<file path="src/rtl/hex_scan_ctrl_pkg.sv">
// Shared types and constants for the multiplexed hex display scanner.
package hex_scan_pkg;

    typedef enum logic {
        ST_BLANK = 1'b0,
        ST_SHOW  = 1'b1
    } scan_state_e;

    localparam int unsigned DEF_DIV       = 50000;
    localparam int unsigned DEF_BLANK_CYC = 16;
    localparam int unsigned MAX_DIG       = 32;

    // Active-low one-hot digit enable; callers truncate to their digit count.
    function automatic logic [MAX_DIG-1:0] digit_en_n(input int unsigned idx);
        return ~(MAX_DIG'(1) << idx);
    endfunction

endpackage

</file>
<file path="src/rtl/hex_scan_ctrl_if.sv">
// Load handshake and display-drive signals of the hex scan controller.
interface hex_scan_ctrl_if #(
    parameter int unsigned NDIG = 4
) ();
    logic                load;
    logic [4*NDIG-1:0]   value_in;
    logic                load_ack;
    logic [3:0]          nibble;
    logic [NDIG-1:0]     dig_en_n;
    logic                frame_done;

    modport master (
        output load, value_in,
        input  load_ack, nibble, dig_en_n, frame_done
    );

    modport slave (
        input  load, value_in,
        output load_ack, nibble, dig_en_n, frame_done
    );
endinterface

</file>
<file path="src/rtl/hex_scan_ctrl_tick_gen.sv">
// Digit-slot prescaler: counts clk cycles within a slot and splits it into
// a blanking phase followed by a show phase.
module scan_tick_gen
    import hex_scan_pkg::*;
#(
    parameter int unsigned DIV       = DEF_DIV,
    parameter int unsigned BLANK_CYC = DEF_BLANK_CYC
) (
    input  logic clk,
    input  logic reset,
    output logic slot_start,
    output logic show
);
    localparam int unsigned   CW   = (DIV > 1) ? $clog2(DIV) : 1;
    localparam logic [CW-1:0] LAST = CW'(DIV - 1);
    localparam logic [CW-1:0] BLK  = CW'(BLANK_CYC);

    logic [CW-1:0] slot_cnt_q;
    logic [CW-1:0] slot_cnt_d;

    always_comb begin
        slot_cnt_d = (slot_cnt_q == LAST) ? '0 : slot_cnt_q + 1'b1;
        if (reset) begin
            slot_cnt_d = '0;
        end
    end

    // Both flags qualify the cycle after the coming edge, so registered
    // outputs in the top line up exactly with the slot counter.
    assign slot_start = (slot_cnt_d == '0);
    assign show       = (slot_cnt_d >= BLK);

    always_ff @(posedge clk) begin
        if (reset) begin
            slot_cnt_q <= '0;
        end else begin
            slot_cnt_q <= slot_cnt_d;
        end
    end

endmodule

</file>
<file path="src/rtl/hex_scan_ctrl.sv">
// Time-multiplexed hex scan controller with frame-aligned value commits.
// Optional leading-zero blanking: define HEX_SCAN_LZB_EN.
module hex_scan_ctrl
    import hex_scan_pkg::*;
#(
    parameter int unsigned NDIG      = 4,
    parameter int unsigned DIV       = DEF_DIV,
    parameter int unsigned BLANK_CYC = DEF_BLANK_CYC
) (
    input  logic           clk,
    input  logic           reset,
    hex_scan_ctrl_if.slave bus
);
    localparam int unsigned   IW       = $clog2(NDIG);
    localparam logic [IW-1:0] LAST_IDX = IW'(NDIG - 1);

    logic slot_start;
    logic show;

    scan_tick_gen #(
        .DIV       (DIV),
        .BLANK_CYC (BLANK_CYC)
    ) u_tick (
        .clk        (clk),
        .reset      (reset),
        .slot_start (slot_start),
        .show       (show)
    );

    logic [4*NDIG-1:0] active_q,     active_d;
    logic [4*NDIG-1:0] pending_q,    pending_d;
    logic              pend_flag_q,  pend_flag_d;
    logic [IW-1:0]     idx_q,        idx_d;
    scan_state_e       state_q,      state_d;
    logic [3:0]        nibble_q,     nibble_d;
    logic [NDIG-1:0]   dig_en_n_q,   dig_en_n_d;
    logic              load_ack_q,   load_ack_d;
    logic              frame_done_q, frame_done_d;
    logic              boundary;
    logic [NDIG-1:0]   sel_n;

`ifdef HEX_SCAN_LZB_EN
    // keep_q[i]=1 lets digit i light; digit 0 always lights. Reset value
    // (all zero) matches active=0 showing a lone "0".
    logic [NDIG-1:1] keep_q, keep_d, keep_calc;
    logic            nz_acc;

    always_comb begin
        nz_acc    = 1'b0;
        keep_calc = '0;
        for (int unsigned i = NDIG - 1; i >= 1; i--) begin
            nz_acc       = nz_acc | (active_d[4*i +: 4] != 4'h0);
            keep_calc[i] = nz_acc;
        end
        keep_d = boundary ? keep_calc : keep_q;
    end
`endif

    always_comb begin
        boundary = slot_start && (idx_q == LAST_IDX);

        idx_d = idx_q;
        if (slot_start) begin
            idx_d = (idx_q == LAST_IDX) ? '0 : idx_q + 1'b1;
        end

        // Boundary commits the value pending before this edge; a load on
        // the same edge lands in pending for the next frame.
        active_d    = (boundary && pend_flag_q) ? pending_q : active_q;
        pending_d   = bus.load ? bus.value_in : pending_q;
        pend_flag_d = bus.load | (pend_flag_q & ~boundary);

        nibble_d = slot_start ? active_d[{idx_d, 2'b00} +: 4] : nibble_q;
        state_d  = show ? ST_SHOW : ST_BLANK;

        sel_n = NDIG'(digit_en_n(32'(idx_q)));
`ifdef HEX_SCAN_LZB_EN
        sel_n = sel_n | ~{keep_d, 1'b1};
`endif

        dig_en_n_d = dig_en_n_q;
        if (state_d == ST_BLANK) begin
            dig_en_n_d = '1;
        end else if (state_q == ST_BLANK) begin
            dig_en_n_d = sel_n;
        end

        load_ack_d   = bus.load;
        frame_done_d = boundary;
    end

    always_ff @(posedge clk) begin
        if (reset) begin
            active_q     <= '0;
            pending_q    <= '0;
            pend_flag_q  <= 1'b0;
            idx_q        <= '0;
            state_q      <= ST_BLANK;
            nibble_q     <= '0;
            dig_en_n_q   <= '1;
            load_ack_q   <= 1'b0;
            frame_done_q <= 1'b0;
`ifdef HEX_SCAN_LZB_EN
            keep_q       <= '0;
`endif
        end else begin
            active_q     <= active_d;
            pending_q    <= pending_d;
            pend_flag_q  <= pend_flag_d;
            idx_q        <= idx_d;
            state_q      <= state_d;
            nibble_q     <= nibble_d;
            dig_en_n_q   <= dig_en_n_d;
            load_ack_q   <= load_ack_d;
            frame_done_q <= frame_done_d;
`ifdef HEX_SCAN_LZB_EN
            keep_q       <= keep_d;
`endif
        end
    end

    assign bus.nibble     = nibble_q;
    assign bus.dig_en_n   = dig_en_n_q;
    assign bus.load_ack   = load_ack_q;
    assign bus.frame_done = frame_done_q;

endmodule

</file>
<file path="src/flat_wrapper.sv">
// flat-port wrapper written by rule: the top's interface ports become plain ports
module hex_scan_ctrl_flat import hex_scan_pkg::*;
#(
    parameter int unsigned NDIG      = 4,
    parameter int unsigned DIV       = DEF_DIV,
    parameter int unsigned BLANK_CYC = DEF_BLANK_CYC
)
  (clk, reset, bus_load, bus_value_in, bus_load_ack, bus_nibble, bus_dig_en_n, bus_frame_done);
  hex_scan_ctrl_if #(.NDIG(NDIG)) bus_i ();
  input  logic clk;
  input  logic reset;
  input wire logic [$bits(bus_i.load)-1:0] bus_load;
  input wire logic [$bits(bus_i.value_in)-1:0] bus_value_in;
  output wire logic [$bits(bus_i.load_ack)-1:0] bus_load_ack;
  output wire logic [$bits(bus_i.nibble)-1:0] bus_nibble;
  output wire logic [$bits(bus_i.dig_en_n)-1:0] bus_dig_en_n;
  output wire logic [$bits(bus_i.frame_done)-1:0] bus_frame_done;
  assign bus_i.load = bus_load;
  assign bus_i.value_in = bus_value_in;
  assign bus_load_ack = bus_i.load_ack;
  assign bus_nibble = bus_i.nibble;
  assign bus_dig_en_n = bus_i.dig_en_n;
  assign bus_frame_done = bus_i.frame_done;
  hex_scan_ctrl #(.NDIG(NDIG), .DIV(DIV), .BLANK_CYC(BLANK_CYC)) u_core (.clk(clk), .reset(reset), .bus(bus_i));
endmodule
</file>
<file path="config.mk">
export PLATFORM = sky130hd
export DESIGN_NAME = hex_scan_ctrl_flat
export DESIGN_NICKNAME = d
export VERILOG_FILES = /design/src/rtl/hex_scan_ctrl_pkg.sv /design/src/rtl/hex_scan_ctrl_if.sv /design/src/rtl/hex_scan_ctrl_tick_gen.sv /design/src/rtl/hex_scan_ctrl.sv /design/src/flat_wrapper.sv
export SDC_FILE = /design/constraint.sdc
export NUM_CORES = 1
export LEC_CHECK = 0
export ABC_AREA = 0
export BUFFER_PORTS_ARGS = -buffer_cell sky130_fd_sc_hd__clkbuf_2
export CAP_MARGIN = 10
export CORE_MARGIN = 2
export CORE_UTILIZATION = 35
export DETAILED_ROUTE_END_ITERATION = 10
export PLACE_DENSITY = 0.61
export SETUP_SLACK_MARGIN = 0.5
export SYNTH_ARGS = -nofsm -noshare
export SYNTH_HDL_FRONTEND = slang
export SYNTH_SLANG_ARGS = --single-unit
</file>
<file path="constraint.sdc">
create_clock -name clk -period 4 [get_ports clk]
set_input_delay 0.4 -clock clk [delete_from_list [all_inputs] [get_ports clk]]
set_output_delay 0.4 -clock clk [all_outputs]
set_load 0.01 [all_outputs]
</file>
Word level (Yosys, flattened, before mapping). Cells that the tools add are included.

Output and inout bits: 10. Flip-flop bits (word level): 62. Input bits: 19.

Shift operators: 2. Bitwise operators: 5. Reduce and logical (&&, ||, !) cells: 4. Eq/ne operators: 2. $lt $le $gt $ge: 1. $add $sub $neg: 2. Multiplexer cells: 6.

Operators with widths (count): $mux 16 (3); $add 16x1->16 const B (1); $eq 16x16->1 const B (1); $ge 16x5->1 const B (1); $logic_not 16->1 (1); $shiftx 16x5->4 (1); $mux 2 (2); $not 4->4 (1); $shl 1x2->4 const A (1); $add 2x1->2 const B (1); $eq 2x2->1 const B (1); $logic_and 1x1->1 (2); $not 1->1 (2); $reduce_or 2->1 (1); $and 1x1->1 (1); $mux 1 (1); $or 1x1->1 (1).

Longest topological paths before layout. Gate-level depths: netlist of the first run.

Depth in word-level cells: 8. Depth in mapped cells: 12.

Modules after synthesis. From an unflattened synthesis of the first run, not the netlist that was laid out.

Cells, all modules: 306. Area total of the unflattened synthesis: 2820.2 sq um.

Modules (own cells, without submodules): hex_scan_ctrl (seq. area each 920.9 sq um, area an instance 1846.8 sq um, cells each 189, times used 1); scan_tick_gen (seq. area each 320.3 sq um, area an instance 973.4 sq um, cells each 117, times used 1).

Worst setup path before layout of the first run. No wires, ideal clock.

Path kind: register to register. From: register u_core.u_tick.slot_cnt_q[0]. To: register u_core.nibble_q[1] (netlist: u_core.bus.nibble[1]). Library setup time: 0.120 ns. Data required time: 3.880 ns. Arrival: 2.694 ns. Buffers on the path: 1. Stages on the path, launching flop included: 12. Path slack: 1.186 ns. Cell sequence: dfxtp_1 > ha_1 > nand3_1 > nor4_1 > xnor2_1 > nand4_2 > o31ai_4 > buf_6 > mux2_1 > nand2_1 > a31oi_1 > a211o_1.

Cells in the longest elaborated chain, start to end: 8. Elaborated cells on any way between the ends: 10.

Ends and longest elaborated chain: start: declaration (RTL line hex_scan_ctrl_tick_gen.sv:18) `logic [CW-1:0] slot_cnt_q;`; start signal: assignment (RTL line hex_scan_ctrl_tick_gen.sv:37) `slot_cnt_q <= slot_cnt_d;`; $add 16x1->16 or $eq 16x16->1 (tied branches) (RTL line hex_scan_ctrl_tick_gen.sv:22) `slot_cnt_d = (slot_cnt_q == LAST) ? '0 : slot_cnt_q + 1'b1;`; $mux 16 (*) (RTL line hex_scan_ctrl_tick_gen.sv:22); $mux 16 (*) (RTL line hex_scan_ctrl_tick_gen.sv:23) `if (reset) begin`; $logic_not 16->1 (*) (RTL line hex_scan_ctrl_tick_gen.sv:30) `assign slot_start = (slot_cnt_d == '0);`; $logic_and 1x1->1 (RTL line hex_scan_ctrl.sv:60) `boundary = slot_start && (idx_q == LAST_IDX);`; $logic_and 1x1->1 (RTL line hex_scan_ctrl.sv:69) `active_d = (boundary && pend_flag_q) ? pending_q : active_q;`; $mux 16 (RTL line hex_scan_ctrl.sv:69); $shiftx 16x5->4 (RTL line hex_scan_ctrl.sv:73) `nibble_d = slot_start ? active_d[{idx_d, 2'b00} +: 4] : nibble_q;`; end signal: assignment (RTL line hex_scan_ctrl.sv:112) `nibble_q <= nibble_d;`; end: declaration (RTL line hex_scan_ctrl.sv:35) `logic [3:0] nibble_q, nibble_d;`.

Mark *: on every way between the ends. The rest lies on a longest branch, timed or not. A chain may end at the register's enable or synchronous reset.

Worst setup path in the final report of the first run.
From: register u_core.u_tick.slot_cnt_q[0]. To: register u_core.nibble_q[2] (netlist: u_core.bus.nibble[2]).

The elaborated chain is that of the path after synthesis.

==> tab_implementation.tex, run 1 <==
\begin{tabular}{lr}
\hline
Metric & Value \\
\hline
\multicolumn{2}{l}{\textbf{Routing}} \\
\# DRC & 0 \\
First-pass DRT Iterations & 4 \\
Vias after detailed routing & 2,474 \\
Post-DRT Antenna Nets & 0 \\
Total Routed Length & 6.33 mm \\
Average via count per standard cell & 5.03 \\
Count of routing violations after the opening detailed-route iteration & 75 \\
Routed wirelength normalized by instance count & 12.9 µm \\
\multicolumn{2}{l}{\textbf{Layout}} \\
Synthesis-to-finish area growth & 13.4\% \\
Sequential cell area in the final layout & 0.00124 mm² \\
Final cell count without fillers & 492 \\
Number of nets in the layout & $\sim$410 \\
Number of diodes added for antenna fixing & 0 \\
Fin util & 0.414 \\
Fraction of final layout cells sized beyond drive strength 1 & 0.160 \\
Area of the multi-input gates & about 0.0016 mm² \\
Fill cells & between 800 and 900 \\
\multicolumn{2}{l}{\textbf{Synthesis}} \\
Multiplexer area fraction after synthesis & 0.0926 \\
Synth area leaders & sky130\_fd\_sc\_hd\_\_dfxtp\_1, sky130\_fd\_sc\_hd\_\_mux2i\_1, sky130\_fd\_sc\_hd\_\_nand2\_1 \\
Commonest cells in the netlist & sky130\_fd\_sc\_hd\_\_dfxtp\_1, sky130\_fd\_sc\_hd\_\_nand2\_1, sky130\_fd\_sc\_hd\_\_nor2\_1 \\
Distinct cells, synth & 50 \\
Yosys reg bits & 62 \\
Xor/xnor cell area share of the yosys netlist & 0.0463 \\
Sequential-to-total area share from yosys stat & 0.410 \\
Dominant combinational cell family by area after synthesis & simple AND/OR/NAND/NOR gates \\
Gate count of the mapped netlist & 362 \\
Simple-gate share of the synthesized area & 0.260 \\
Net count after synthesis & 386 \\
Top cell type's share of synthesized area & 0.410 \\
Post-Synthesis Mean Instance Area & 8.36 µm² \\
Yosys warning total & 0 \\
Area of the mapped netlist & 0.00303 mm² \\
Share of synthesized registers carrying an async set or reset & 0 \\
Top FF cell, synth & sky130\_fd\_sc\_hd\_\_dfxtp\_1 \\
Most common cell in the netlist & sky130\_fd\_sc\_hd\_\_dfxtp\_1 \\
Arithmetic-cell share of the synthesized area counting full adders, half adders and majority gates & 0.0207 \\
Number of enable-type register cells in the synthesized netlist & 0 \\
Area fraction in compound gates after synthesis & 0.113 \\
Cell accounting for the most synthesized area & sky130\_fd\_sc\_hd\_\_dfxtp\_1 \\
\multicolumn{2}{l}{\textbf{Power and ir drop}} \\
Power density cells & 403 mW/mm² \\
Post-layout total power & between 0.001 and 0.0015 W \\
Maximum vdd drop & approximately 0.22 mV \\
Reported leakage power & 1.40 nW \\
\multicolumn{2}{l}{\textbf{CTS}} \\
Clk buf depth & 2 \\
TritonCTS clock tree & yes \\
Count of H-tree levels built during CTS & 3 \\
Clock transition at the registers of the reported paths & 0.08 ns \\
Total number of clock tree sinks & 62 \\
Clock root buffer master & sky130\_fd\_sc\_hd\_\_clkbuf\_8 \\
Number of buffers added by the clock tree synthesis step & 9 \\
Count of hold buffers inserted by post-cts repair & 0 \\
Clock latency at the later pin of the worst-skew pair & approximately 0.35 ns \\
\multicolumn{2}{l}{\textbf{STA}} \\
Final critical-path setup slack & 0.759 ns \\
Number of hold-slack violations in the final timing report & 0 \\
Setup TNS & 0 ns \\
Maximum clock rate & around 0.3 GHz \\
Max-slew violations & 0 \\
Final Cycle Share & 0.810 \\
Worst slew pin tran & 0.669 ns \\
Worst slew margin relative to its limit & 0.553 \\
Final critical path time including I/O delays and setup & between 3 and 4 ns \\
Clock tree skew after final layout & 0.0118 ns \\
Setup repair after global routing missed its margin & yes \\
Final setup fails & 0 \\
\multicolumn{2}{l}{\textbf{Global routing}} \\
Wire length of the first global-routing pass & 11.3 mm \\
Pin count of the biggest net entering global routing & 41 \\
Number of global-route vias before repair & $\sim$2,400 \\
Antenna violations before repair & 0 \\
Overall track demand over capacity in global routing & 0.145 \\
Global-route congestion overflow total & 0 \\
\multicolumn{2}{l}{\textbf{Worst setup path}} \\
Critical path required time & 4.23 ns \\
Crit path cell chain & ha\_1 > nand3\_1 > nor4\_1 > xnor2\_1 > nand4\_2 > o31ai\_4 > buf\_4 > buf\_4 > nand2\_1 > mux2\_1 > o2111ai\_1 > a211oi\_2 \\
Critical path launch point type & register \\
Highest fanout seen on the critical path & 19 \\
Critical path type & reg2reg \\
Endpoint class of the critical path & register \\
Cell repeated most along the worst path & sky130\_fd\_sc\_hd\_\_buf\_4 \\
Highest cell delay on the worst timing path & 0.42 ns \\
Worst Path Arrival & approximately 3.5 ns \\
Slowest cell on the critical path & sky130\_fd\_sc\_hd\_\_dfxtp\_1 \\
\multicolumn{2}{l}{\textbf{Placed design}} \\
Gp weighted congestion & 0.832 \\
Detailed-placement wirelength estimate & 4.41 mm \\
Place WS & 0.761 ns \\
Port buffer count & 28 \\
Number of placed cells counting well taps & 476 \\
\multicolumn{2}{l}{\textbf{Floorplanning}} \\
Row cnt & 33 \\
Core Footprint & 0.00830 mm² \\
Die span in y & 97.0 µm \\
Horizontal die dimension & 97.0 µm \\
Starting density of the core & 0.365 \\
Num ports & 29 \\
Overall die area & 0.00941 mm² \\
\multicolumn{2}{l}{\textbf{Min path}} \\
Worst min path class & in2reg \\
\multicolumn{2}{l}{\textbf{Job}} \\
Count of maximum capacitance violations & 0 \\
\multicolumn{2}{l}{\textbf{Status}} \\
Result of the run & finished, final reports clean \\
\hline
\end{tabular}
==> cell families (layout without fill, tap and decap cells) <==
group	Yosys count	after routing
buf+inv	35	60
xor+xnor	16	16
fa+ha+maj	5	5
simple gates	162	162
compound gates	55	55
mux	27	27
flops	62	62
==> power breakdown <==
part           leakage (nW)  switching, W  internal, W
Clock                 0.106      0.000262     0.000352
Combinational         0.789     0.0000665    0.0000460
Sequential            0.505     0.0000212     0.000634
==> cells in the final DEF, fill, tap and decap left out, drive strengths merged, types with 2 or more instances in the layout <==
cell type and n:
mux2i 22, inv 11, nor2b 8, nand3 10
xor2 7, a21oi 27, clkbuf 37, ha 5
and2 3, clkinv 3, nor4 4, buf 5
o21ai 10, bufinv 2, nand2 53, mux2 5
o31ai 2, and4 2, xnor2 9, dfxtp 62
a211o 3, nor3 7, nand4 5, a31oi 7
nor2 54, clkinvlp 2, and3 10
==> cell type report <==
type | instances | area share
multi-input combinational | 265 | 0.472
timing repair buffer | 33 | 0.0517
tap | 105 | 0.0383
clock buffer | 9 | 0.0361
inverter | 11 | 0.0120
clock inverter | 7 | 0.0284
sequential | 62 | 0.362
==> critical path, delay by kind of cell, from the launching register on <==
family	cells	cell delay (ns)
and+or+nand+nor	4	0.83
AOI/OAI and AO/OA	3	0.57
buffers and inverters	2	0.50
DFF	1	0.42
muxes	1	0.31
adders and majority gates	1	0.27
xor gates and xnor gates	1	0.21
==> state kept, by name, indices dropped and copies added, names as in the netlist <==
name and count:
u_core.bus.load_ack 1, u_core.bus.frame_done 1, u_core.pend_flag_q 1, u_core.idx_q 2, u_core.state_q 1, u_core.bus.nibble 4
u_core.active_q 16, u_core.pending_q 16, u_core.u_tick.slot_cnt_q 16, u_core.bus.dig_en_n 4
==> routing by layer <==
layer | wire, µm | up-vias | GRT usage
met4 | 160 | 0 | 0.0607
met2 | 2810 | 58 | 0.226
met5 | 0 | - | 0
met3 | 304 | 13 | 0.0506
li1 | - | 1275 | -
met1 | 3050 | 1128 | 0.183
==> stage by stage <==
stage               instance area [µm²]  hold slack (ns)
global placement                   3200            0.443
CTS                                3430            0.268
floorplan                          3030            0.431
detailed placement                 3200            0.452
finish                             3430            0.282
global route                       3430            0.275
==> final timing paths <==
path                                                              from                           endpoint  slack [ns]  cells after the start
worst max register to register  u_core.u_tick.slot_cnt_q[0]$_SDFF_PP0_  u_core.bus.nibble[2]$_SDFFE_PP0N_        0.76                     12
worst max-delay path            u_core.u_tick.slot_cnt_q[0]$_SDFF_PP0_  u_core.bus.nibble[2]$_SDFFE_PP0N_        0.76                     12
worst min register to register           u_core.active_q[6]$_SDFF_PP0_      u_core.active_q[6]$_SDFF_PP0_        0.46                      2
worst min-delay path                                  bus_value_in[11]  u_core.pending_q[11]$_SDFFE_PP0P_        0.28                      3
==> timing repair <==
| action | 4_1_cts | 5_1_grt |
|---|---|---|
| setup buffers | 0 | 0 |
| resized for setup | 0 | 1 |
| setup endpoints to repair | 0 | 3 |
Power figures use the tool's default switching activity.
==> run 2: changes to the inputs <==
--- a/config.mk
+++ b/config.mk
@@ -11,7 +11,7 @@
 export CORE_MARGIN = 2
 export CORE_UTILIZATION = 35
 export DETAILED_ROUTE_END_ITERATION = 10
-export PLACE_DENSITY = 0.61
+export PLACE_DENSITY = 0.63
 export SETUP_SLACK_MARGIN = 0.5
 export SYNTH_ARGS = -nofsm -noshare
 export SYNTH_HDL_FRONTEND = slang
==> constraint.sdc (replaced) <==
create_clock -name clk -period 2.65 [get_ports clk]
set_input_delay 0.265 -clock clk [delete_from_list [all_inputs] [get_ports clk]]
set_output_delay 0.265 -clock clk [all_outputs]
set_load 0.01 [all_outputs]
==> tab_implementation.tex, run 2 (same netlist as run 1, synthesis figures left out) <==
\begin{tabular}{lr}
\hline
Metric & Value \\
\hline
\multicolumn{2}{l}{\textbf{Layout}} \\
Layout Cell Area excl Fill & 0.00404 mm² (+18\%) \\
Most frequent cells in the layout & sky130\_fd\_sc\_hd\_\_dfxtp\_1, sky130\_fd\_sc\_hd\_\_nand2\_1, sky130\_fd\_sc\_hd\_\_nor2\_1, sky130\_fd\_sc\_hd\_\_buf\_4, sky130\_fd\_sc\_hd\_\_clkbuf\_2 \\
Area of the multi-input gates & 0.00176 mm² (+8.8\%) \\
Synthesis-to-finish area growth & 33.6\% \\
Fill cells & 803 (-7.8\%) \\
Number of diodes added for antenna fixing & 0 (unchanged) \\
Fraction of final layout cells sized beyond drive strength 1 & 0.320 (+0.159) \\
Most frequent standard cell in the layout excluding fill and tap cells & sky130\_fd\_sc\_hd\_\_dfxtp\_1 \\
Number of nets in the layout & 457 (+13\%) \\
Largest registers & u\_core.active\_q: 16 flops, u\_core.pending\_q: 16 flops, u\_core.u\_tick.slot\_cnt\_q: 16 flops \\
Sequential cell area in the final layout & 0.00126 mm² (+1.2\%) \\
\multicolumn{2}{l}{\textbf{Worst setup path}} \\
Kind of cell adding the most delay to the critical path & compound AO/OA/AOI/OAI gates \\
Critical path launch point type & register \\
Highest cell delay on the worst timing path & 0.41 ns (about the same) \\
Crit path cell chain & ha\_4 > or2\_0 > a21oi\_1 > a21oi\_1 > or3b\_4 > o31ai\_4 > buf\_6 > nand2\_1 > mux2\_1 > o2111ai\_1 > a211oi\_2 \\
Critical path type & reg2reg \\
Slowest cell on the critical path & sky130\_fd\_sc\_hd\_\_or3b\_4 \\
Cell repeated most along the worst path & sky130\_fd\_sc\_hd\_\_a21oi\_1 \\
Highest fanout seen on the critical path & 13 (-6) \\
Endpoint class of the critical path & register \\
Critical path required time & 2.87 ns (-1.36 ns) \\
Combined buffer and inverter count along the critical path & 1 (-1) \\
Worst Path Arrival & 2.90 ns (-0.57 ns) \\
\multicolumn{2}{l}{\textbf{Placed design}} \\
Standard cell area after detailed placement & 0.00348 mm² (+8.7\%) \\
Port buffer count & 28 (unchanged) \\
Detailed-placement wirelength estimate & 4.72 mm (+7.1\%) \\
Gp weighted congestion & 0.777 (-6.6\%) \\
Place WS & -0.121 ns (-0.882 ns) \\
\multicolumn{2}{l}{\textbf{STA}} \\
Max-slew violations & 0 (unchanged) \\
Final setup fails & 1 (+1) \\
Setup repair after global routing missed its margin & yes \\
Final critical-path setup slack & -0.0226 ns (-0.781 ns) \\
Worst slew pin tran & 0.571 ns (-0.0989 ns) \\
Maximum clock rate & 0.374 GHz (+21\%) \\
Setup TNS & -0.0226 ns (-0.0226 ns) \\
Clock tree skew after final layout & 0.00894 ns (-0.00289 ns) \\
Final critical path time including I/O delays and setup & 2.67 ns (-0.569 ns) \\
Worst slew margin relative to its limit & 0.620 (+0.0665) \\
Number of hold-slack violations in the final timing report & 0 (unchanged) \\
Final Cycle Share & 1.01 (+0.198) \\
\multicolumn{2}{l}{\textbf{Floorplanning}} \\
Horizontal die dimension & 97.0 µm (unchanged) \\
Row cnt & 33 (unchanged) \\
Starting density of the core & 0.365 (unchanged) \\
Num ports & 29 (unchanged) \\
Die span in y & 97.0 µm (unchanged) \\
Core Footprint & 0.00830 mm² (unchanged) \\
Overall die area & 0.00941 mm² (unchanged) \\
\multicolumn{2}{l}{\textbf{Routing}} \\
Count of routing violations after the opening detailed-route iteration & 136 (+81\%) \\
Post-DRT Antenna Nets & 0 (unchanged) \\
Average via count per standard cell & 4.92 (-2.2\%) \\
Total Routed Length & 7.14 mm (+13\%) \\
Routed wirelength normalized by instance count & 13.1 µm (+2.1\%) \\
Vias after detailed routing & 2,670 (+7.9\%) \\
\# DRC & 0 (unchanged) \\
First-pass DRT Iterations & 4 (unchanged) \\
\multicolumn{2}{l}{\textbf{Global routing}} \\
Global-route congestion overflow total & 0 (unchanged) \\
Antenna violations before repair & 0 (unchanged) \\
Overall track demand over capacity in global routing & 0.158 (+0.0131) \\
Wire length of the first global-routing pass & 12.3 mm (+9.1\%) \\
Pin count of the biggest net entering global routing & 41 (unchanged) \\
Number of global-route vias before repair & 2,591 (+7.2\%) \\
\multicolumn{2}{l}{\textbf{CTS}} \\
Total number of clock tree sinks & 62 (unchanged) \\
Number of buffers added by the clock tree synthesis step & 9 (unchanged) \\
Clock latency at the later pin of the worst-skew pair & 0.35 ns (about the same) \\
TritonCTS clock tree & yes \\
Clk buf depth & 2 (unchanged) \\
Clock transition at the registers of the reported paths & 0.08 ns (about the same) \\
Count of H-tree levels built during CTS & 3 (unchanged) \\
Clock root buffer master & sky130\_fd\_sc\_hd\_\_clkbuf\_8 \\
\multicolumn{2}{l}{\textbf{Power and ir drop}} \\
Maximum vdd drop & 0.326 mV (+50\%) \\
Reported leakage power & 1.72 nW (+23\%) \\
Power density cells & 558 mW/mm² (+39\%) \\
\multicolumn{2}{l}{\textbf{Status}} \\
Violations in the final reports & negative setup slack \\
Result of the run & finished, violations left \\
\multicolumn{2}{l}{\textbf{Min path}} \\
Worst min path class & in2reg \\
\multicolumn{2}{l}{\textbf{Job}} \\
Count of maximum capacitance violations & 0 (unchanged) \\
\hline
\end{tabular}
-- run 2: cell count changes in the layout (fill, tap and decap cells not counted), moves of 3 or more --
cell / previous run / this run
sky130_fd_sc_hd__dfxtp_1: 62 / 54
sky130_fd_sc_hd__buf_6: 0 / 3
sky130_fd_sc_hd__mux2_4: 1 / 4
sky130_fd_sc_hd__dfxtp_2: 0 / 6
sky130_fd_sc_hd__buf_4: 5 / 50
sky130_fd_sc_hd__nor2_4: 0 / 4
-- run 2: worst paths after layout --
path / startpoint / endpoint / slack [ns] / cells past startpoint
worst max-delay path: u_core.u_tick.slot_cnt_q[0]$_SDFF_PP0_ / u_core.bus.nibble[2]$_SDFFE_PP0N_ / -0.02 / 11
worst min register to register: u_core.pending_q[7]$_SDFFE_PP0P_ / u_core.active_q[7]$_SDFF_PP0_ / 0.46 / 2
worst max register to register: u_core.u_tick.slot_cnt_q[0]$_SDFF_PP0_ / u_core.bus.nibble[2]$_SDFFE_PP0N_ / -0.02 / 11
worst min-delay path: bus_value_in[10] / u_core.pending_q[10]$_SDFFE_PP0P_ / 0.15 / 3
-- run 2: what timing repair did --
action / 4_1_cts / 5_1_grt
endpoints found under the hold margin: 0 / 0
hold buffers: 0 / 0
pin swaps: 12 / 4
setup buffers: 19 / 2
gates resized for setup: 29 / 9
setup endpoints to repair: 24 / 24
-- run 2: layout make-up --
| class | count | area share |
|---|---|---|
| tap | 105 | 0.0325 |
| clock buffer | 9 | 0.0306 |
| timing repair buffer | 84 | 0.149 |
| inverter | 11 | 0.0102 |
| multi-input combinational | 265 | 0.436 |
| sequential | 62 | 0.311 |
| clock inverter | 7 | 0.0303 |
-- run 2: stage by stage --
step	instances	power, W	utilization	hold slack (ns)
after floorplan	362	0.00114	-	0.412
after global placement	506	0.00120	0.420	0.447
after detailed placement	506	0.00121	0.420	0.447
after CTS	541	0.00227	0.481	0.136
after global routing	543	0.00235	0.487	0.159
final	543	0.00226	0.487	0.148
-- run 2: routing by layer --
metal,share of wire,GRT usage,vias to the layer above
met5,0,0,-
met4,0.0088,0.0358,0
met2,0.46,0.249,63
met1,0.48,0.213,1233
met3,0.055,0.0499,5
li1,-,-,1369
-- run 2: worst reg2reg max path, cell delays in order (launching register included) --
cell and delay (ns):
sky130_fd_sc_hd__dfxtp_4 0.37, sky130_fd_sc_hd__ha_4 0.18, sky130_fd_sc_hd__or2_0 0.20, sky130_fd_sc_hd__a21oi_1 0.15, sky130_fd_sc_hd__a21oi_1 0.07, sky130_fd_sc_hd__or3b_4 0.41, sky130_fd_sc_hd__o31ai_4 0.32, sky130_fd_sc_hd__buf_6 0.19
sky130_fd_sc_hd__nand2_1 0.06, sky130_fd_sc_hd__mux2_1 0.32, sky130_fd_sc_hd__o2111ai_1 0.20, sky130_fd_sc_hd__a211oi_2 0.09
-- run 2: where the power goes --
part | switching, W | leakage (nW) | internal, W
Sequential | 0.0000271 | 0.509 | 0.000958
Combinational | 0.000124 | 1.09 | 0.000117
Clock | 0.000404 | 0.116 | 0.000627
Total | 0.000555 | 1.72 | 0.00170
==> run 3: changes to the inputs <==
--- a/config.mk
+++ b/config.mk
@@ -5,7 +5,7 @@
 export SDC_FILE = /design/constraint.sdc
 export NUM_CORES = 1
 export LEC_CHECK = 0
-export ABC_AREA = 0
+export ABC_AREA = 1
 export BUFFER_PORTS_ARGS = -buffer_cell sky130_fd_sc_hd__clkbuf_2
 export CAP_MARGIN = 10
 export CORE_MARGIN = 2
==> tab_implementation.tex, run 3 <==
\begin{tabular}{lr}
\hline
Metric & Value \\
\hline
\multicolumn{2}{l}{\textbf{Placed design}} \\
Port buffer count & 28 (unchanged) \\
Detailed-placement wirelength estimate & 4.64 mm (-1.8\%) \\
Gp weighted congestion & 0.887 (+14\%) \\
Place WS & 0.0945 ns (+0.215 ns) \\
Standard cell area after detailed placement & 0.00311 mm² (-11\%) \\
\multicolumn{2}{l}{\textbf{Synthesis}} \\
Net count after synthesis & 410 (+6.2\%) \\
Dominant combinational cell family by area after synthesis & simple AND/OR/NAND/NOR gates \\
Yosys reg bits & 62 (unchanged) \\
Arithmetic-cell share of the synthesized area counting full adders, half adders and majority gates & 0.0223 (+0.00161) \\
Synth area leaders & sky130\_fd\_sc\_hd\_\_dfxtp\_1, sky130\_fd\_sc\_hd\_\_nand2\_1, sky130\_fd\_sc\_hd\_\_nor2\_1 \\
Gate count of the mapped netlist & 386 (+6.6\%) \\
Area fraction in compound gates after synthesis & 0.0980 (-0.0152) \\
Top FF cell, synth & sky130\_fd\_sc\_hd\_\_dfxtp\_1 \\
Xor/xnor cell area share of the yosys netlist & 0.0245 (-0.0218) \\
Share of synthesized registers carrying an async set or reset & 0 (unchanged) \\
Area of the mapped netlist & 0.00281 mm² (-7.2\%) \\
Simple-gate share of the synthesized area & 0.334 (+0.0738) \\
Commonest cells in the netlist & sky130\_fd\_sc\_hd\_\_nand2\_1, sky130\_fd\_sc\_hd\_\_nor2\_1, sky130\_fd\_sc\_hd\_\_dfxtp\_1 \\
Cell accounting for the most synthesized area & sky130\_fd\_sc\_hd\_\_dfxtp\_1 \\
Top cell type's share of synthesized area & 0.442 (+0.0320) \\
Number of enable-type register cells in the synthesized netlist & 0 (unchanged) \\
Multiplexer area fraction after synthesis & 0 (-0.0926) \\
Sequential-to-total area share from yosys stat & 0.442 (+0.0320) \\
Post-Synthesis Mean Instance Area & 7.27 µm² (-13\%) \\
Most common cell in the netlist & sky130\_fd\_sc\_hd\_\_nand2\_1 \\
Yosys warning total & 0 (unchanged) \\
Distinct cells, synth & 30 (-40\%) \\
\multicolumn{2}{l}{\textbf{Status}} \\
Result of the run & finished, final reports clean \\
\multicolumn{2}{l}{\textbf{Layout}} \\
Fraction of final layout cells sized beyond drive strength 1 & 0.258 (-0.0616) \\
Fill cells & 788 (-1.9\%) \\
Number of nets in the layout & 457 (unchanged) \\
Most frequent standard cell in the layout excluding fill and tap cells & sky130\_fd\_sc\_hd\_\_nor2\_1 \\
Most frequent cells in the layout & sky130\_fd\_sc\_hd\_\_nor2\_1, sky130\_fd\_sc\_hd\_\_nand2\_1, sky130\_fd\_sc\_hd\_\_dfxtp\_1 \\
Number of diodes added for antenna fixing & 0 (unchanged) \\
Largest registers & u\_core.active\_q: 16 flops, u\_core.pending\_q: 16 flops, u\_core.u\_tick.slot\_cnt\_q: 16 flops \\
Layout Cell Area excl Fill & 0.00363 mm² (-10\%) \\
Synthesis-to-finish area growth & 29.5\% \\
\multicolumn{2}{l}{\textbf{Routing}} \\
Vias after detailed routing & 2,604 (-2.5\%) \\
Sum of routed wire segments on met1 & 3.05 mm (-10\%) \\
Highest metal used & met4 \\
Total Routed Length & 6.67 mm (-6.5\%) \\
Routed wl met3 & 306 µm (-22\%) \\
Routed wirelength normalized by instance count & 12.4 µm (-6.0\%) \\
Count of routing violations after the opening detailed-route iteration & 108 (-21\%) \\
Average via count per standard cell & 4.82 (-1.9\%) \\
Met2 wirelength from detailed routing & 3.21 mm (-2.5\%) \\
First-pass DRT Iterations & 4 (unchanged) \\
\# DRC & 0 (unchanged) \\
Post-DRT Antenna Nets & 0 (unchanged) \\
\multicolumn{2}{l}{\textbf{STA}} \\
Final critical-path setup slack & 0.329 ns (+0.352 ns) \\
Worst slew pin tran & 0.472 ns (-0.0988 ns) \\
Final critical path time including I/O delays and setup & 2.32 ns (-0.352 ns) \\
Worst slew margin relative to its limit & 0.683 (+0.0639) \\
Max-slew violations & 0 (unchanged) \\
Setup TNS & 0 ns (+0.0226 ns) \\
Number of hold-slack violations in the final timing report & 0 (unchanged) \\
Final setup fails & 0 (-1) \\
Final Cycle Share & 0.876 (-0.133) \\
Maximum clock rate & 0.431 GHz (+15\%) \\
Setup repair after global routing missed its margin & yes \\
Clock tree skew after final layout & 0.0110 ns (+0.00202 ns) \\
\multicolumn{2}{l}{\textbf{Power and ir drop}} \\
Sequential group share of total power & 0.433 (-0.004) \\
Part of the power in combinational logic & 0.157 (+0.051) \\
Switching power as a share of total power & 0.268 (+0.0225) \\
Maximum vdd drop & 0.399 mV (+22\%) \\
Internal power component & 0.00169 W (-0.72\%) \\
Reported leakage power & 1.58 nW (-8.2\%) \\
Power share of the clock group & 0.410 (-0.047) \\
Sw Pwr & 0.000619 W (+12\%) \\
Power density cells & 635 mW/mm² (+14\%) \\
\multicolumn{2}{l}{\textbf{CTS}} \\
Total number of clock tree sinks & 62 (unchanged) \\
Clk buf depth & 2 (unchanged) \\
Number of buffers added by the clock tree synthesis step & 9 (unchanged) \\
Clock root buffer master & sky130\_fd\_sc\_hd\_\_clkbuf\_8 \\
Count of H-tree levels built during CTS & 3 (unchanged) \\
Clock latency at the later pin of the worst-skew pair & 0.34 ns (about the same) \\
Clock transition at the registers of the reported paths & 0.08 ns (about the same) \\
TritonCTS clock tree & yes \\
\multicolumn{2}{l}{\textbf{Worst setup path}} \\
Critical path type & reg2reg \\
Highest cell delay on the worst timing path & 0.37 ns (-0.04 ns) \\
Slowest cell on the critical path & sky130\_fd\_sc\_hd\_\_dfxtp\_4 \\
Combined buffer and inverter count along the critical path & 2 (+1) \\
Critical path launch point type & register \\
Critical path required time & 2.89 ns (+0.02 ns) \\
Crit path cell chain & ha\_4 > nand3\_4 > nor2\_4 > xor2\_2 > a21oi\_1 > nor2\_1 > nand2\_1 > nor2\_4 > buf\_12 > nand3\_4 > nand2\_2 > nand3\_1 > nand3\_1 > nand3\_1 > nand2\_1 > inv\_1 \\
Worst Path Arrival & 2.56 ns (-0.34 ns) \\
Cell repeated most along the worst path & sky130\_fd\_sc\_hd\_\_nand3\_1 \\
Kind of cell adding the most delay to the critical path & simple AND/OR/NAND/NOR gates \\
Endpoint class of the critical path & register \\
Highest fanout seen on the critical path & 8 (-5) \\
\multicolumn{2}{l}{\textbf{Floorplanning}} \\
Horizontal die dimension & 93.6 µm (-3.5\%) \\
Overall die area & 0.00875 mm² (-6.9\%) \\
Starting density of the core & 0.361 (-0.00322) \\
Num ports & 29 (unchanged) \\
Core Footprint & 0.00777 mm² (-6.4\%) \\
Die span in y & 93.6 µm (-3.5\%) \\
Row cnt & 32 (-3.0\%) \\
\multicolumn{2}{l}{\textbf{Global routing}} \\
Pin count of the biggest net entering global routing & 21 (-49\%) \\
Antenna violations before repair & 0 (unchanged) \\
Wire length of the first global-routing pass & 11.5 mm (-6.7\%) \\
Number of global-route vias before repair & 2,546 (-1.7\%) \\
Overall track demand over capacity in global routing & 0.166 (+0.00755) \\
Global-route congestion overflow total & 0 (unchanged) \\
\multicolumn{2}{l}{\textbf{Min path}} \\
Worst min path class & in2reg \\
\multicolumn{2}{l}{\textbf{Job}} \\
Count of maximum capacitance violations & 0 (unchanged) \\
\hline
\end{tabular}
run 3: cell count changes after synthesis, sizes merged, moves of 9 or more:
cell | before | now
and3 | 10 | 0
nand2 | 53 | 73
nand3 | 10 | 42
nor2 | 54 | 73
nand4 | 5 | 22
inv | 10 | 33
mux2i | 22 | 0
o21ai | 10 | 19
run 3: kinds of logic after synthesis:
logic type | count (synthesis)
AO/OA/AOI/OAI | 49
XOR/XNOR | 7
adder cells (fa/ha/maj) | 5
buffers and inverters | 51
flip-flops | 62
AND/OR/NAND/NOR | 212
run 3: area by class of cell:
type	instances	area, µm²	area share
inverter	35	131	0.0361
clock buffer	10	138	0.0379
timing repair buffer	50	358	0.0985
tap	102	128	0.0351
multi-input combinational	275	1530	0.421
sequential	62	1260	0.346
clock inverter	6	93.8	0.0258
run 3: power by group through the flow:
stage | Combinational, W | Sequential [W] | Clock [W]
floorplan | 0.000201 | 0.00102 | 0
global placement | 0.000284 | 0.00102 | 0
detailed placement | 0.000287 | 0.00102 | 0
CTS | 0.000352 | 0.00100 | 0.000966
global route | 0.000402 | 0.00101 | 0.00102
finish | 0.000361 | 0.00100 | 0.000947
run 3: worst paths after layout:
kind,from,endpoint,slack (ns),cells past startpoint
worst max-delay path,u_core.u_tick.slot_cnt_q[0]$_SDFF_PP0_,u_core.bus.nibble[3]$_SDFFE_PP0N_,0.33,16
worst min register to register,u_core.active_q[6]$_SDFF_PP0_,u_core.active_q[6]$_SDFF_PP0_,0.47,2
worst min-delay path,bus_value_in[6],u_core.pending_q[6]$_SDFFE_PP0P_,0.14,3
worst max register to register,u_core.u_tick.slot_cnt_q[0]$_SDFF_PP0_,u_core.bus.nibble[3]$_SDFFE_PP0N_,0.33,16
run 3: timing repair:
item,4_1_cts,5_1_grt
setup buffers,7,3
endpoints found under the setup margin,21,24
pin swaps,10,17
gates cloned,2,0
hold buffers,0,0
gates resized for setup,31,19
run 3: worst min-delay path, delay by kind of cell:
kind                   cells  cell delay [ns]
and+or+nand+nor            2             0.11
buffers and inverters      1             0.07
run 3: metal layers:
layer / global-route usage / up-vias
li1: - / 1359
met1: 0.200 / 1172
met2: 0.275 / 63
met3: 0.0588 / 10
met4: 0.0543 / 0
met5: 0 / -
run 3: metrics by stage:
step | power, W | hold slack (ns) | util | cells
floorplan | 0.00122 | 0.400 | - | 386
global placement | 0.00130 | 0.457 | 0.400 | 512
detailed placement | 0.00131 | 0.461 | 0.400 | 512
CTS | 0.00232 | 0.130 | 0.456 | 537
global route | 0.00243 | 0.135 | 0.468 | 540
finish | 0.00231 | 0.142 | 0.468 | 540
